## config.mk

```make
export PLATFORM = sky130hd
export DESIGN_NAME = button_reader
export DESIGN_NICKNAME = d
export VERILOG_FILES = /design/src/rtl/button_reader_pkg.sv /design/src/rtl/btn_debounce_chan.sv /design/src/rtl/button_reader.sv
export SDC_FILE = /design/constraint.sdc
export NUM_CORES = 1
export LEC_CHECK = 0
export ABC_CLOCK_PERIOD_IN_PS = 6200
export BUFFER_PORTS_ARGS = -buffer_cell sky130_fd_sc_hd__buf_4
export CORE_MARGIN = 10
export CORE_UTILIZATION = 47
export DETAILED_ROUTE_END_ITERATION = 16
export PLACE_DENSITY_LB_ADDON = 0.05
export SKIP_CTS_REPAIR_TIMING = 1
export SYNTH_ARGS = -nofsm -noshare
export SYNTH_HDL_FRONTEND = slang
export SYNTH_HIERARCHICAL = 1
export SYNTH_SLANG_ARGS = --single-unit
```

## constraint.sdc

```tcl
create_clock -name hwclk -period 6.2 [get_ports hwclk]
set_input_delay 0.62 -clock hwclk [delete_from_list [all_inputs] [get_ports hwclk]]
set_output_delay 0.62 -clock hwclk [all_outputs]
set_load 0.01 [all_outputs]
```

## src/rtl/button_reader_pkg.sv

```systemverilog
// Shared definitions for the button reader: event encoding and width helpers.
package button_reader_pkg;

    localparam logic EVT_PRESS   = 1'b1;
    localparam logic EVT_RELEASE = 1'b0;

    // Event word layout: {edge, channel}; the channel field starts at bit 0.
    localparam int unsigned EVT_CH_LSB = 0;

    function automatic int unsigned chan_width(input int unsigned n);
        return (n > 1) ? $clog2(n) : 1;
    endfunction

    function automatic int unsigned evt_edge_pos(input int unsigned chw);
        return EVT_CH_LSB + chw;
    endfunction

endpackage

```

## src/rtl/btn_debounce_chan.sv

```systemverilog
// One button channel: 2-FF synchroniser, tick-paced stable counter, debounced level
// and registered press/release pulses that coincide with the level flip.
module btn_debounce_chan #(
    parameter int unsigned STABLE_TICKS = 4,
    parameter bit          ACTIVE_LOW   = 1'b1
) (
    input  logic hwclk,
    input  logic rst_n,
    input  logic tick,
    input  logic pin,
    output logic level,
    output logic press_pulse,
    output logic release_pulse
);

    localparam int unsigned CW = (STABLE_TICKS > 1) ? $clog2(STABLE_TICKS) : 1;

    logic [1:0]    sync_q;
    logic [CW-1:0] cnt_q, cnt_d;
    logic          level_q, level_d;
    logic          press_q, press_d;
    logic          rel_q, rel_d;
    logic          pressed;

    assign pressed = sync_q[1] ^ ACTIVE_LOW;

    always_comb begin
        cnt_d   = cnt_q;
        level_d = level_q;
        press_d = 1'b0;
        rel_d   = 1'b0;
        if (tick) begin
            if (pressed == level_q) begin
                cnt_d = '0;
            end else if (cnt_q == CW'(STABLE_TICKS - 1)) begin
                level_d = pressed;
                cnt_d   = '0;
                press_d = pressed;
                rel_d   = !pressed;
            end else begin
                cnt_d = cnt_q + CW'(1);
            end
        end
    end

    always_ff @(posedge hwclk) begin
        if (!rst_n) begin
            // Load the idle pin level so reset never looks like a press.
            sync_q  <= {2{ACTIVE_LOW}};
            cnt_q   <= '0;
            level_q <= 1'b0;
            press_q <= 1'b0;
            rel_q   <= 1'b0;
        end else begin
            sync_q  <= {sync_q[0], pin};
            cnt_q   <= cnt_d;
            level_q <= level_d;
            press_q <= press_d;
            rel_q   <= rel_d;
        end
    end

    assign level         = level_q;
    assign press_pulse   = press_q;
    assign release_pulse = rel_q;

endmodule

```

## src/rtl/button_reader.sv

```systemverilog
// Debounced push-button reader with press/release pulses and a small event FIFO
// drained over a valid/ready handshake.
module button_reader
    import button_reader_pkg::*;
#(
    parameter int unsigned N_BTN         = 4,
    parameter int unsigned TICK_DIV_BITS = 16,
    parameter int unsigned STABLE_TICKS  = 4,
    parameter int unsigned FIFO_DEPTH    = 4,
    parameter bit          ACTIVE_LOW    = 1'b1,
    localparam int unsigned CHW          = chan_width(N_BTN)
) (
    input  logic             hwclk,
    input  logic             rst_n,
    input  logic [N_BTN-1:0] btn_in,
    output logic [N_BTN-1:0] btn_level,
    output logic [N_BTN-1:0] btn_press,
    output logic [N_BTN-1:0] btn_release,
    output logic             evt_valid,
    input  logic             evt_ready,
    output logic [CHW:0]     evt_data,
    output logic             evt_overflow
);

    localparam int unsigned AW       = $clog2(FIFO_DEPTH);
    localparam int unsigned PW       = AW + 1;
    localparam int unsigned EDGE_POS = evt_edge_pos(CHW);

    logic [TICK_DIV_BITS-1:0] presc_q;
    logic                     tick;
    logic [N_BTN-1:0]         pend_q, pend_d;
    logic [N_BTN-1:0]         pedge_q, pedge_d;
    logic                     ovf_q, ovf_d;
    logic                     push, pop, full;
    logic [CHW:0]             push_data;
    logic [CHW:0]             mem_q [FIFO_DEPTH];
    logic [PW-1:0]            wr_q, rd_q;

    assign tick = &presc_q;

    for (genvar g = 0; g < N_BTN; g++) begin : g_chan
        btn_debounce_chan #(
            .STABLE_TICKS (STABLE_TICKS),
            .ACTIVE_LOW   (ACTIVE_LOW)
        ) u_chan (
            .hwclk         (hwclk),
            .rst_n         (rst_n),
            .tick          (tick),
            .pin           (btn_in[g]),
            .level         (btn_level[g]),
            .press_pulse   (btn_press[g]),
            .release_pulse (btn_release[g])
        );
    end

    assign evt_valid    = (wr_q != rd_q);
    assign full         = (wr_q[AW] != rd_q[AW]) && (wr_q[AW-1:0] == rd_q[AW-1:0]);
    assign pop          = evt_valid && evt_ready;
    assign evt_data     = evt_valid ? mem_q[rd_q[AW-1:0]] : '0;
    assign evt_overflow = ovf_q;

    always_comb begin
        pend_d    = pend_q;
        pedge_d   = pedge_q;
        ovf_d     = ovf_q;
        push      = 1'b0;
        push_data = '0;
        // Lowest-index pending channel wins the single push slot.
        if (!full || pop) begin
            for (int unsigned i = 0; i < N_BTN; i++) begin
                if (pend_q[i] && !push) begin
                    push                         = 1'b1;
                    push_data[EVT_CH_LSB +: CHW] = CHW'(i);
                    push_data[EDGE_POS]          = pedge_q[i];
                    pend_d[i]                    = 1'b0;
                end
            end
        end
        // A flip on a channel that still holds an unqueued event is dropped.
        for (int unsigned i = 0; i < N_BTN; i++) begin
            if (btn_press[i] || btn_release[i]) begin
                if (pend_d[i]) begin
                    ovf_d = 1'b1;
                end else begin
                    pend_d[i]  = 1'b1;
                    pedge_d[i] = btn_press[i] ? EVT_PRESS : EVT_RELEASE;
                end
            end
        end
    end

    always_ff @(posedge hwclk) begin
        if (!rst_n) begin
            presc_q <= '0;
            pend_q  <= '0;
            pedge_q <= '0;
            ovf_q   <= 1'b0;
            wr_q    <= '0;
            rd_q    <= '0;
        end else begin
            presc_q <= presc_q + TICK_DIV_BITS'(1);
            pend_q  <= pend_d;
            pedge_q <= pedge_d;
            ovf_q   <= ovf_d;
            if (push) wr_q <= wr_q + PW'(1);
            if (pop)  rd_q <= rd_q + PW'(1);
        end
    end

    always_ff @(posedge hwclk) begin
        if (push) mem_q[wr_q[AW-1:0]] <= push_data;
    end

endmodule
```

Word-level counts from Yosys, hierarchy flattened:

Memory sizes are Yosys's and may differ from the RTL's. A register that Yosys moved wholly into a read port is not among the register bits.
Index checks and enable logic that the tools add are counted.

* register bits after elaboration: 59
* RAM bits: 12
* input bits: 7
* output and inout bits: 17
* word-level logic and storage cells: 139
* memories: 1

Memory list
* mem_q: words 4, bits a word 3, rd ports 1, clocked after Yosys merged registers in 1, write ports 1, line button_reader.sv:36 `logic [CHW:0] mem_q [FIFO_DEPTH];`

* $add $sub $neg: 7
* eq/ne operators: 11
* multiplexer cells: 46
* bitwise logic cells: 18
* reductions and logical operators: 27

Operator list (count)
* AND reduction 18 bit: 4
* 2-to-1 mux 1 bit: 29
* 2-to-1 mux 2 bit: 10
* 2-to-1 mux 3 bit: 6
* NOT 1 bit: 18
* adder 16 x 1 -> 16 bit (second input constant): 1
* AND reduction 16 bit: 1
* OR reduction 4 bit: 4
* adder 2 x 1 -> 2 bit (second input constant): 4
* equality test 2 bit (second input constant): 4
* AND reduction 2 bit: 4
* adder 3 x 1 -> 3 bit (second input constant): 2
* logical AND 1 bit: 5
* logical OR 1 bit: 5
* equality test 1 bit: 4
* zero test 1 bit: 4
* 2-to-1 mux 4 bit: 1
* inequality test 3 bit: 1
* equality test 2 bit: 1
* inequality test 1 bit: 1

Longest topological paths before layout:

Gate-level depths: netlist of run 1.

* depth in word-level cells: 25
* gate-level depth with buffers: 6
* mapped depth without buffers: 6

Hierarchy:

Netlist of run 1, hierarchy kept.

By module, submodules not included
* button_reader: times used 1, cells each 207, area an instance 2108.3 µm², sequential area each 1021.0 µm²
* btn_debounce_chan: times used 4, cells each 24, area an instance 259.0 µm², sequential area each 140.1 µm²

Worst setup path after synthesis of run 1:

Ideal clock, no wire load.

* path type: register to register
* from: register presc_q[0]
* to: register g_chan[0].u_chan.cnt_q[0]
* arrival time: 2060 ps
* slack: 4045 ps
* stages on the path, launching flop included: 7
* path buffers: 0
* clock period less this slack: 2155 ps
* path through: dfxtp_1 > ha_1 > nand3_1 > nor4_1 > and3_1 > nand2b_1 > o41ai_2

* longest elaborated chain between the ends: 1

RTL lines
* start, declared: line button_reader.sv:29 `logic [TICK_DIV_BITS-1:0] presc_q;`
* start signal, assigned: line button_reader.sv:101 `presc_q <= presc_q + TICK_DIV_BITS'(1);`
* AND reduction 16 bit: line button_reader.sv:39 `assign tick = &presc_q;`
* net tick: line button_reader.sv:30 `logic tick;`
* end signal, assigned: line btn_debounce_chan.sv:56 `cnt_q <= cnt_d;`
* end, declared: line btn_debounce_chan.sv:19 `logic [CW-1:0] cnt_q, cnt_d;`

The timed path passes the listed nets, and every way through them passes these cells.
A chain may end at the register's enable or synchronous reset.

Worst setup path in the final report of run 1:

* from: register presc_q[0]
* to: register g_chan[2].u_chan.cnt_q[0]

* longest elaborated chain between the ends: 1

RTL lines (line)
* AND reduction 16 bit: button_reader.sv:39
* net tick: button_reader.sv:30
* end signal, assigned: btn_debounce_chan.sv:56
* end, declared: btn_debounce_chan.sv:19

The timed path passes the listed nets, and every way through them passes these cells.

==> flow_summary.html, run 1 <==
<table>
<tr><th>Metric</th><th>Value</th></tr>
<tr><th colspan="2">Synth</th></tr>
<tr><td>Synth Area in Simple Gates</td><td>a little over a fifth</td></tr>
<tr><td>Count of distinct cell types in the synthesized netlist</td><td>44</td></tr>
<tr><td>Number of synthesis warnings</td><td>6</td></tr>
<tr><td>Syn nets</td><td>320</td></tr>
<tr><td>Number of flip-flops and latches in the synthesized netlist</td><td>between 70 and 80</td></tr>
<tr><td>Syn Std Cell Area</td><td>between 3000 and 4000 µm²</td></tr>
<tr><td>XOR/XNOR Fraction of Synth Area</td><td>a little over 6%</td></tr>
<tr><td>Share of cell area taken by muxes after synthesis</td><td>under 10%</td></tr>
<tr><td>Synth Area in Compound Gates</td><td>about an eighth</td></tr>
<tr><td>Adder-Cell Fraction of Synth Area</td><td>under 10%</td></tr>
<tr><td>Average size of a mapped cell</td><td>a little over 10 µm²</td></tr>
<tr><td>Dominant combinational cell family by area after synthesis</td><td>simple AND/OR/NAND/NOR gates</td></tr>
<tr><td>Sequential-to-total area share from yosys stat</td><td>50.3%</td></tr>
<tr><td>Number of standard cells after synthesis</td><td>approximately 300</td></tr>
<tr><th colspan="2">Clock network</th></tr>
<tr><td>Clk Latency, worst-skew pair</td><td>between 0.3 and 0.4 ns</td></tr>
<tr><td>Clock Tree Buf Depth</td><td>2</td></tr>
<tr><td>Root buffer cell</td><td>sky130_fd_sc_hd__clkbuf_8</td></tr>
<tr><td>Clock transition at the registers of the reported paths</td><td>approximately 0.070 ns</td></tr>
<tr><td>H-Tree Level Count</td><td>3</td></tr>
<tr><td>CTS Buf Count</td><td>9</td></tr>
<tr><td>Sinks on the clock net</td><td>73</td></tr>
<tr><td>Clock tree from TritonCTS</td><td>yes</td></tr>
<tr><th colspan="2">STA</th></tr>
<tr><td>Setup repair after global routing missed its margin</td><td>no</td></tr>
<tr><td>Headroom to the max-slew limit</td><td>about 42%</td></tr>
<tr><td>Final sum of negative setup slack</td><td>0 ns</td></tr>
<tr><td>Worst Tran Pin Value</td><td>0.866 ns</td></tr>
<tr><td>Setup skew after layout</td><td>about 0.006 ns</td></tr>
<tr><td>Hold Vio Cnt, Final</td><td>0</td></tr>
<tr><td>Setup Viol. Count Final</td><td>0</td></tr>
<tr><td>Fmax achieved</td><td>roughly 380 MHz</td></tr>
<tr><td>Number of pins exceeding their max-slew limit in the final report</td><td>0</td></tr>
<tr><td>Period minus WS final</td><td>2.61 ns</td></tr>
<tr><td>Fraction of the cycle the final worst path needs</td><td>42.0%</td></tr>
<tr><th colspan="2">Critical path</th></tr>
<tr><td>Sort of element at the start of the critical path</td><td>flop</td></tr>
<tr><td>Type of the worst setup path</td><td>reg -&gt; reg</td></tr>
<tr><td>Worst reg2reg setup slack</td><td>3.59 ns</td></tr>
<tr><td>Crit path arrival time</td><td>about 2.9 ns</td></tr>
<tr><td>Required arrival time at the worst endpoint</td><td>roughly 6.5 ns</td></tr>
<tr><td>Crit-path max FO</td><td>28</td></tr>
<tr><td>Type of element capturing the critical path</td><td>flop</td></tr>
<tr><th colspan="2">Die</th></tr>
<tr><td>Core ar.</td><td>6420 µm²</td></tr>
<tr><td>Die Span Y</td><td>a little over 100 µm</td></tr>
<tr><td>Initial Utilization</td><td>49.0%</td></tr>
<tr><td>Count of boundary I/O pins</td><td>24</td></tr>
<tr><td>Die Area</td><td>10400 µm²</td></tr>
<tr><td>Width of the die</td><td>102 µm</td></tr>
<tr><td>Std-Cell Rows</td><td>29</td></tr>
<tr><th colspan="2">Power and ir drop</th></tr>
<tr><td>Power density relative to cell area</td><td>234 nW/µm²</td></tr>
<tr><td>Static Leakage</td><td>about 1.4 nW</td></tr>
<tr><td>Worst VDD drop</td><td>roughly 0.15 mV</td></tr>
<tr><th colspan="2">Placed design</th></tr>
<tr><td>Total placed cells including tap cells</td><td>slightly below 400</td></tr>
<tr><td>RePlAce Congestion</td><td>0.724</td></tr>
<tr><td>Port buffer count</td><td>23</td></tr>
<tr><td>Sum of net half-perimeters after detailed placement</td><td>between 3 and 4 mm</td></tr>
<tr><th colspan="2">Drt</th></tr>
<tr><td>Vias after detailed routing</td><td>around 2200</td></tr>
<tr><td>Average routed wire per standard cell</td><td>~14 µm</td></tr>
<tr><td>Post-Route WL</td><td>around 5.6 mm</td></tr>
<tr><td>Iteration-0 DRC count of the detailed router</td><td>about 100</td></tr>
<tr><td>Antenna Nets Post-Route</td><td>0</td></tr>
<tr><td>Post-DR vias/cell</td><td>roughly 5.3</td></tr>
<tr><td>Detailed-route DRC error count</td><td>0</td></tr>
<tr><td>Pre-antenna DRT Iters</td><td>4</td></tr>
<tr><th colspan="2">Cells and area</th></tr>
<tr><td>Ant diodes</td><td>0</td></tr>
<tr><td>Layout area overhead</td><td>13.4%</td></tr>
<tr><td>Post-layout net count</td><td>about 350</td></tr>
<tr><td>Share of the core filled with cells in the final layout</td><td>a little under three fifths</td></tr>
<tr><td>Count of placed standard cells in the final layout, fillers left out</td><td>about 410</td></tr>
<tr><td>Fraction of final layout cells sized beyond drive strength 1</td><td>~16%</td></tr>
<tr><th colspan="2">Job</th></tr>
<tr><td># Max-Cap Violations</td><td>0</td></tr>
<tr><th colspan="2">Global routing</th></tr>
<tr><td>First-pass GRT wire length</td><td>a little over 10 mm</td></tr>
<tr><td>Via count of the first global-routing pass</td><td>2226</td></tr>
<tr><td>GRT overflow</td><td>0</td></tr>
<tr><td>GRT Total Usage</td><td>12.2%</td></tr>
<tr><td>Antenna violations before repair</td><td>0</td></tr>
<tr><td>Maximum number of pins on one net before global-route repair</td><td>between 70 and 80</td></tr>
<tr><th colspan="2">Status</th></tr>
<tr><td>Outcome</td><td>finished clean</td></tr>
<tr><th colspan="2">Worst hold path</th></tr>
<tr><td>Worst hold path type</td><td>reg -&gt; reg</td></tr>
</table>
==> per-layer routing <==
metal	part of all wire [%]	vias to the layer above	routed length, µm	track usage, %
met2	45	38	2540	18.3
met4	1.6	0	88	4.62
met3	6.1	9	341	5.85
met1	47	1026	2640	14.9
li1	-	1135	-	-
met5	0	-	0	0
==> layout make-up <==
class	count	area, µm²
Fill cell	589	2860
Sequential cell	73	1580
Multi-Input combinational cell	213	1500
Timing Repair Buffer	23	173
Clock buffer	13	159
Tap cell	77	96.3
Inverter	11	41.3
Clock inverter	3	15.0
==> sequential cells by signal, summed over array words and instances (netlist names), 4 cells and up, named ones only <==
name,flops
presc_q,16
mem_q,12
g_chan.u_chan/cnt_q,8
g_chan.u_chan/sync_q,8
g_chan.u_chan/level,4
g_chan.u_chan/press_pulse,4
g_chan.u_chan/release_pulse,4
pedge_q,4
pend_q,4
==> worst max-delay path, cell delays in order (launching register included) <==
cell                       delay, ns
sky130_fd_sc_hd__dfxtp_1        0.37
sky130_fd_sc_hd__ha_1           0.20
sky130_fd_sc_hd__nand3_1        0.21
sky130_fd_sc_hd__nor4_1         0.54
sky130_fd_sc_hd__and3_1         0.82
sky130_fd_sc_hd__nand2b_1       0.14
sky130_fd_sc_hd__o41ai_2        0.22
==> metrics by stage <==
step	worst slack, ns	instance area [µm²]	hold slack, ns	power (mW)
floorplan	4.04	3140	0.385	0.506
global placement	3.68	3390	0.388	0.515
detailed placement	3.56	3390	0.393	0.515
CTS	3.57	3560	0.410	0.845
global route	3.25	3560	0.426	0.872
finish	3.59	3560	0.406	0.833
==> cells in the final DEF, fill, tap and decap left out, types with 3 or more instances in the layout <==
cell,count
sky130_fd_sc_hd__dfxtp_1,61
sky130_fd_sc_hd__or2b_1,8
sky130_fd_sc_hd__edfxtp_1,12
sky130_fd_sc_hd__nand2_1,23
sky130_fd_sc_hd__mux2i_1,3
sky130_fd_sc_hd__clkinv_2,3
sky130_fd_sc_hd__nor4_1,3
sky130_fd_sc_hd__nor3_1,9
sky130_fd_sc_hd__a21oi_1,8
sky130_fd_sc_hd__xor2_1,12
sky130_fd_sc_hd__ha_1,10
sky130_fd_sc_hd__nor2_1,11
sky130_fd_sc_hd__o21ai_0,15
sky130_fd_sc_hd__buf_4,23
sky130_fd_sc_hd__inv_1,7
sky130_fd_sc_hd__nor2b_1,5
sky130_fd_sc_hd__nand3b_1,9
sky130_fd_sc_hd__clkbuf_8,11
sky130_fd_sc_hd__o41ai_2,4
sky130_fd_sc_hd__inv_2,4
sky130_fd_sc_hd__o22ai_1,3
sky130_fd_sc_hd__o31a_1,3
sky130_fd_sc_hd__a311oi_1,4
sky130_fd_sc_hd__nand3_1,18
sky130_fd_sc_hd__a21boi_0,5
sky130_fd_sc_hd__and2_1,18
sky130_fd_sc_hd__xnor2_1,6
sky130_fd_sc_hd__mux4_2,3
sky130_fd_sc_hd__nand2b_1,10
==> Yosys cell counts (all sizes together) <==
| master | count | area [µm²] |
|---|---|---|
| nor2b | 5 | 31.3 |
| nor2 | 11 | 41.3 |
| nand4 | 2 | 12.5 |
| xor2 | 14 | 138 |
| mux2i | 3 | 30.0 |
| edfxtp | 12 | 360 |
| o211ai | 1 | 7.51 |
| and2 | 19 | 121 |
| or4 | 1 | 7.51 |
| or2b | 8 | 60.1 |
| mux4 | 3 | 67.6 |
| o22ai | 3 | 18.8 |
| or3 | 2 | 12.5 |
| o31ai | 2 | 15.0 |
| o41a | 2 | 23.8 |
| o41ai | 6 | 82.6 |
| a21oi | 8 | 40.0 |
| a311oi | 4 | 35.0 |
| nand2b | 10 | 62.6 |
| clkbuf | 6 | 22.5 |
| inv | 11 | 41.3 |
| a2bb2oi | 1 | 8.76 |
| o21ai | 16 | 83.8 |
| a21boi | 6 | 45.1 |
| nand3b | 9 | 67.6 |
| nor3 | 9 | 45.0 |
| a31o | 1 | 8.76 |
| o31a | 3 | 26.3 |
| dfxtp | 61 | 1220 |
| nand4b | 1 | 8.76 |
| nand2 | 23 | 86.3 |
| nand3 | 18 | 90.1 |
| ha | 10 | 125 |
| nor4 | 4 | 31.3 |
| xnor2 | 6 | 52.6 |
| and3 | 2 | 12.5 |
==> final timing paths <==
check,startpoint,cells after the start,to
max,presc_q[0],6,g_chan[2].u_chan/cnt_q[0]
min,g_chan[2].u_chan/sync_q[0],1,g_chan[2].u_chan/sync_q[1]
max reg2reg,presc_q[0],6,g_chan[2].u_chan/cnt_q[0]
min reg2reg,g_chan[2].u_chan/sync_q[0],1,g_chan[2].u_chan/sync_q[1]
==> where the power goes <==
group | internal [mW] | leakage (nW) | switching (mW)
combinational | 0.00721 | 0.700 | 0.0101
sequential | 0.483 | 0.604 | 0.00289
clock | 0.165 | 0.0932 | 0.164
total | 0.656 | 1.40 | 0.177
==> cell families (layout without fill, tap and decap cells) <==
family                   count (synthesis)  in the layout
multiplexers                             6              6
buffers and inverters                   17             50
AO/OA/AOI/OAI                           53             53
XOR/XNOR                                20             20
AND/OR/NAND/NOR                        124            124
flip-flops                              73             73
adder cells (fa/ha/maj)                 10             10
(Power assumes the default switching activity.)
==> run 2: changes to the inputs <==
Settings changed: ABC_CLOCK_PERIOD_IN_PS 6200 to 2510.
Clock period 6.2 ns to 2.51 ns, I/O delays scaled along.
==> flow_summary.html, run 2 (synthesized netlist as in run 1, its figures left out) <==
<table>
<tr><th>Metric</th><th>Value</th></tr>
<tr><th colspan="2">Critical path</th></tr>
<tr><td>Worst reg2reg setup slack</td><td>0.44 ns</td></tr>
<tr><td>Crit path arrival time</td><td>between 2 and 2.5 ns</td></tr>
<tr><td>Count of buffer and inverter cells on the critical path</td><td>1</td></tr>
<tr><td>Worst r2r path cells</td><td>7</td></tr>
<tr><td>Reg2Reg Launch Point</td><td>presc_q[0]</td></tr>
<tr><td>Type of the worst setup path</td><td>reg -&gt; reg</td></tr>
<tr><td>Type of element capturing the critical path</td><td>flop</td></tr>
<tr><td>Delay of the slowest cell on the worst path</td><td>0.39 ns</td></tr>
<tr><td>End of the worst register-to-register path</td><td>g_chan[0].u_chan/level</td></tr>
<tr><td>Cell family with the largest share of critical-path delay</td><td>simple AND/OR/NAND/NOR gates</td></tr>
<tr><td>Required arrival time at the worst endpoint</td><td>about 2.8 ns</td></tr>
<tr><td>Crit-path max FO</td><td>28</td></tr>
<tr><td>CP max-delay cell</td><td>sky130_fd_sc_hd__nor4_1</td></tr>
<tr><td>Path length in cells of the critical path</td><td>7</td></tr>
<tr><td>Sequence of cells on the critical path</td><td>ha_1, nand3_1, nor4_1, and3_1, buf_4, a21oi_1, a311oi_1</td></tr>
<tr><td>Sort of element at the start of the critical path</td><td>flop</td></tr>
<tr><th colspan="2">Job</th></tr>
<tr><td># Max-Cap Violations</td><td>0</td></tr>
<tr><th colspan="2">Worst hold path</th></tr>
<tr><td>Hold path cells</td><td>2</td></tr>
<tr><td>Worst hold path startpoint</td><td>btn_in[2]</td></tr>
<tr><td>Worst-case hold path end point</td><td>g_chan[2].u_chan/sync_q[0]</td></tr>
<tr><td>Worst hold path type</td><td>in -&gt; reg</td></tr>
<tr><th colspan="2">Placed design</th></tr>
<tr><td>Sum of net half-perimeters after detailed placement</td><td>just under 4 mm</td></tr>
<tr><td>Port buffer count</td><td>23</td></tr>
<tr><td>RePlAce Congestion</td><td>about 0.71</td></tr>
<tr><th colspan="2">STA</th></tr>
<tr><td>Hold Vio Cnt, Final</td><td>0</td></tr>
<tr><td>Period minus WS final</td><td>between 2 and 2.5 ns</td></tr>
<tr><td>Worst Tran Pin Value</td><td>0.648 ns</td></tr>
<tr><td>Final sum of negative setup slack</td><td>0 ns</td></tr>
<tr><td>Setup repair after global routing missed its margin</td><td>no</td></tr>
<tr><td>Number of pins exceeding their max-slew limit in the final report</td><td>0</td></tr>
<tr><td>Headroom to the max-slew limit</td><td>between 50% and 60%</td></tr>
<tr><td>Setup skew after layout</td><td>about 0.010 ns</td></tr>
<tr><td>Fraction of the cycle the final worst path needs</td><td>82.5%</td></tr>
<tr><td>Setup Viol. Count Final</td><td>0</td></tr>
<tr><td>Fmax achieved</td><td>between 400 and 500 MHz</td></tr>
<tr><th colspan="2">Drt</th></tr>
<tr><td>Antenna Nets Post-Route</td><td>0</td></tr>
<tr><td>Detailed-route DRC error count</td><td>0</td></tr>
<tr><td>Pre-antenna DRT Iters</td><td>4</td></tr>
<tr><td>Average routed wire per standard cell</td><td>about 14 µm</td></tr>
<tr><td>Vias after detailed routing</td><td>between 2000 and 2500</td></tr>
<tr><td>Post-Route WL</td><td>around 5.7 mm</td></tr>
<tr><td>Iteration-0 DRC count of the detailed router</td><td>around 90</td></tr>
<tr><td>Post-DR vias/cell</td><td>between 5 and 6</td></tr>
<tr><th colspan="2">Cells and area</th></tr>
<tr><td>Biggest register</td><td>presc_q</td></tr>
<tr><td>Register cell area after layout</td><td>1580 µm²</td></tr>
<tr><td>Number of inserted filler cells in the final layout</td><td>roughly 570</td></tr>
<tr><td>Max FFs per register</td><td>16</td></tr>
<tr><td>Fraction of final layout cells sized beyond drive strength 1</td><td>between 10% and 20%</td></tr>
<tr><td>Most frequent cells in the layout</td><td>61 x sky130_fd_sc_hd__dfxtp_1, 25 x sky130_fd_sc_hd__buf_4, 23 x sky130_fd_sc_hd__nand2_1, 18 x sky130_fd_sc_hd__nand3_1, 18 x sky130_fd_sc_hd__and2_1</td></tr>
<tr><td>Leading cell type in the layout, fill and taps excluded</td><td>sky130_fd_sc_hd__dfxtp_1</td></tr>
<tr><td>Post-layout net count</td><td>between 300 and 400</td></tr>
<tr><td>Area occupied by multi-input gates</td><td>about 1500 µm²</td></tr>
<tr><td>Layout area overhead</td><td>15.3%</td></tr>
<tr><td>Ant diodes</td><td>0</td></tr>
<tr><th colspan="2">Status</th></tr>
<tr><td>Outcome</td><td>finished clean</td></tr>
<tr><th colspan="2">Die</th></tr>
<tr><td>Width of the die</td><td>just over 100 µm</td></tr>
<tr><td>Initial Utilization</td><td>between 40% and 50%</td></tr>
<tr><td>Die Span Y</td><td>102 µm</td></tr>
<tr><td>Die Area</td><td>~10000 µm²</td></tr>
<tr><td>Count of boundary I/O pins</td><td>24</td></tr>
<tr><td>Std-Cell Rows</td><td>29</td></tr>
<tr><td>Core ar.</td><td>6420 µm²</td></tr>
<tr><th colspan="2">Power and ir drop</th></tr>
<tr><td>Design Power</td><td>roughly 2.2 mW</td></tr>
<tr><td>Worst VDD drop</td><td>between 0.3 and 0.4 mV</td></tr>
<tr><td>Static Leakage</td><td>about 1.4 nW</td></tr>
<tr><td>Power density relative to cell area</td><td>between 600 and 700 nW/µm²</td></tr>
<tr><th colspan="2">Clock network</th></tr>
<tr><td>Clock Tree Buf Depth</td><td>2</td></tr>
<tr><td>CTS Buf Count</td><td>9</td></tr>
<tr><td>Sinks on the clock net</td><td>73</td></tr>
<tr><td>Root buffer cell</td><td>sky130_fd_sc_hd__clkbuf_8</td></tr>
<tr><td>H-Tree Level Count</td><td>3</td></tr>
<tr><td>Clock tree from TritonCTS</td><td>yes</td></tr>
<tr><td>Clk Latency, worst-skew pair</td><td>0.35 ns</td></tr>
<tr><td>Clock transition at the registers of the reported paths</td><td>0.08 ns</td></tr>
<tr><th colspan="2">Global routing</th></tr>
<tr><td>Antenna violations before repair</td><td>0</td></tr>
<tr><td>Via count of the first global-routing pass</td><td>between 2000 and 2500</td></tr>
<tr><td>First-pass GRT wire length</td><td>around 9.9 mm</td></tr>
<tr><td>GRT overflow</td><td>0</td></tr>
<tr><td>GRT Total Usage</td><td>between 10% and 20%</td></tr>
<tr><td>Maximum number of pins on one net before global-route repair</td><td>71</td></tr>
</table>
-- run 2: changes by cell type in the layout (fill, tap and decap cells not counted), sizes merged --
cell / delta
buf: +2
clkbuf: -4
bufinv: +2
clkinvlp: +1
clkinv: +1
-- run 2: worst max-delay path by stage --
stage	slack, ns	from	end
after floorplan	0.35	presc_q[0]	g_chan[0].u_chan/cnt_q[0]
after CTS	0.43	presc_q[0]	g_chan[0].u_chan/level
final	0.44	presc_q[0]	g_chan[0].u_chan/level
after global routing	0.25	presc_q[0]	g_chan[0].u_chan/press_pulse
after global placement	0.55	presc_q[0]	g_chan[2].u_chan/cnt_q[0]
after detailed placement	0.44	presc_q[0]	g_chan[0].u_chan/level
-- run 2: area by class of cell --
| type | count | area share [%] |
|---|---|---|
| timing repair buffer | 25 | 5.18 |
| sequential | 73 | 43.6 |
| multi-input combinational | 213 | 41.4 |
| clock inverter | 7 | 2.62 |
| inverter | 11 | 1.14 |
| clock buffer | 9 | 3.42 |
| tap | 77 | 2.66 |
-- run 2: stage by stage --
stage	instances	setup WS, ns	area [µm²]	util (%)	hold WS [ns]
after global routing	415	0.250	3620	56.4	0.0777
after CTS	415	0.426	3620	56.4	0.0644
final	415	0.438	3620	56.4	0.0761
after detailed placement	399	0.436	3410	53.0	0.395
after floorplan	303	0.355	3140	-	0.347
after global placement	399	0.554	3410	53.0	0.388
-- run 2: per-layer routing --
metal	share of wire [%]	track usage (%)	vias to the layer above
met5	0	0	-
met3	5.2	3.54	10
met2	47	18.6	35
li1	-	-	1138
met1	46	14.4	1028
met4	2.0	6.60	0
-- run 2: report_power, final --
group          switching [mW]  internal [mW]  total [mW]
logic                  0.0253         0.0178      0.0431
clock network           0.440          0.559       0.999
registers             0.00705           1.19        1.20
-- run 2: worst reg2reg max path, cell delays in order (launching register included) --
cell,delay (ns)
sky130_fd_sc_hd__dfxtp_1,0.38
sky130_fd_sc_hd__ha_1,0.20
sky130_fd_sc_hd__nand3_1,0.20
sky130_fd_sc_hd__nor4_1,0.39
sky130_fd_sc_hd__and3_1,0.21
sky130_fd_sc_hd__buf_4,0.26
sky130_fd_sc_hd__a21oi_1,0.11
sky130_fd_sc_hd__a311oi_1,0.23
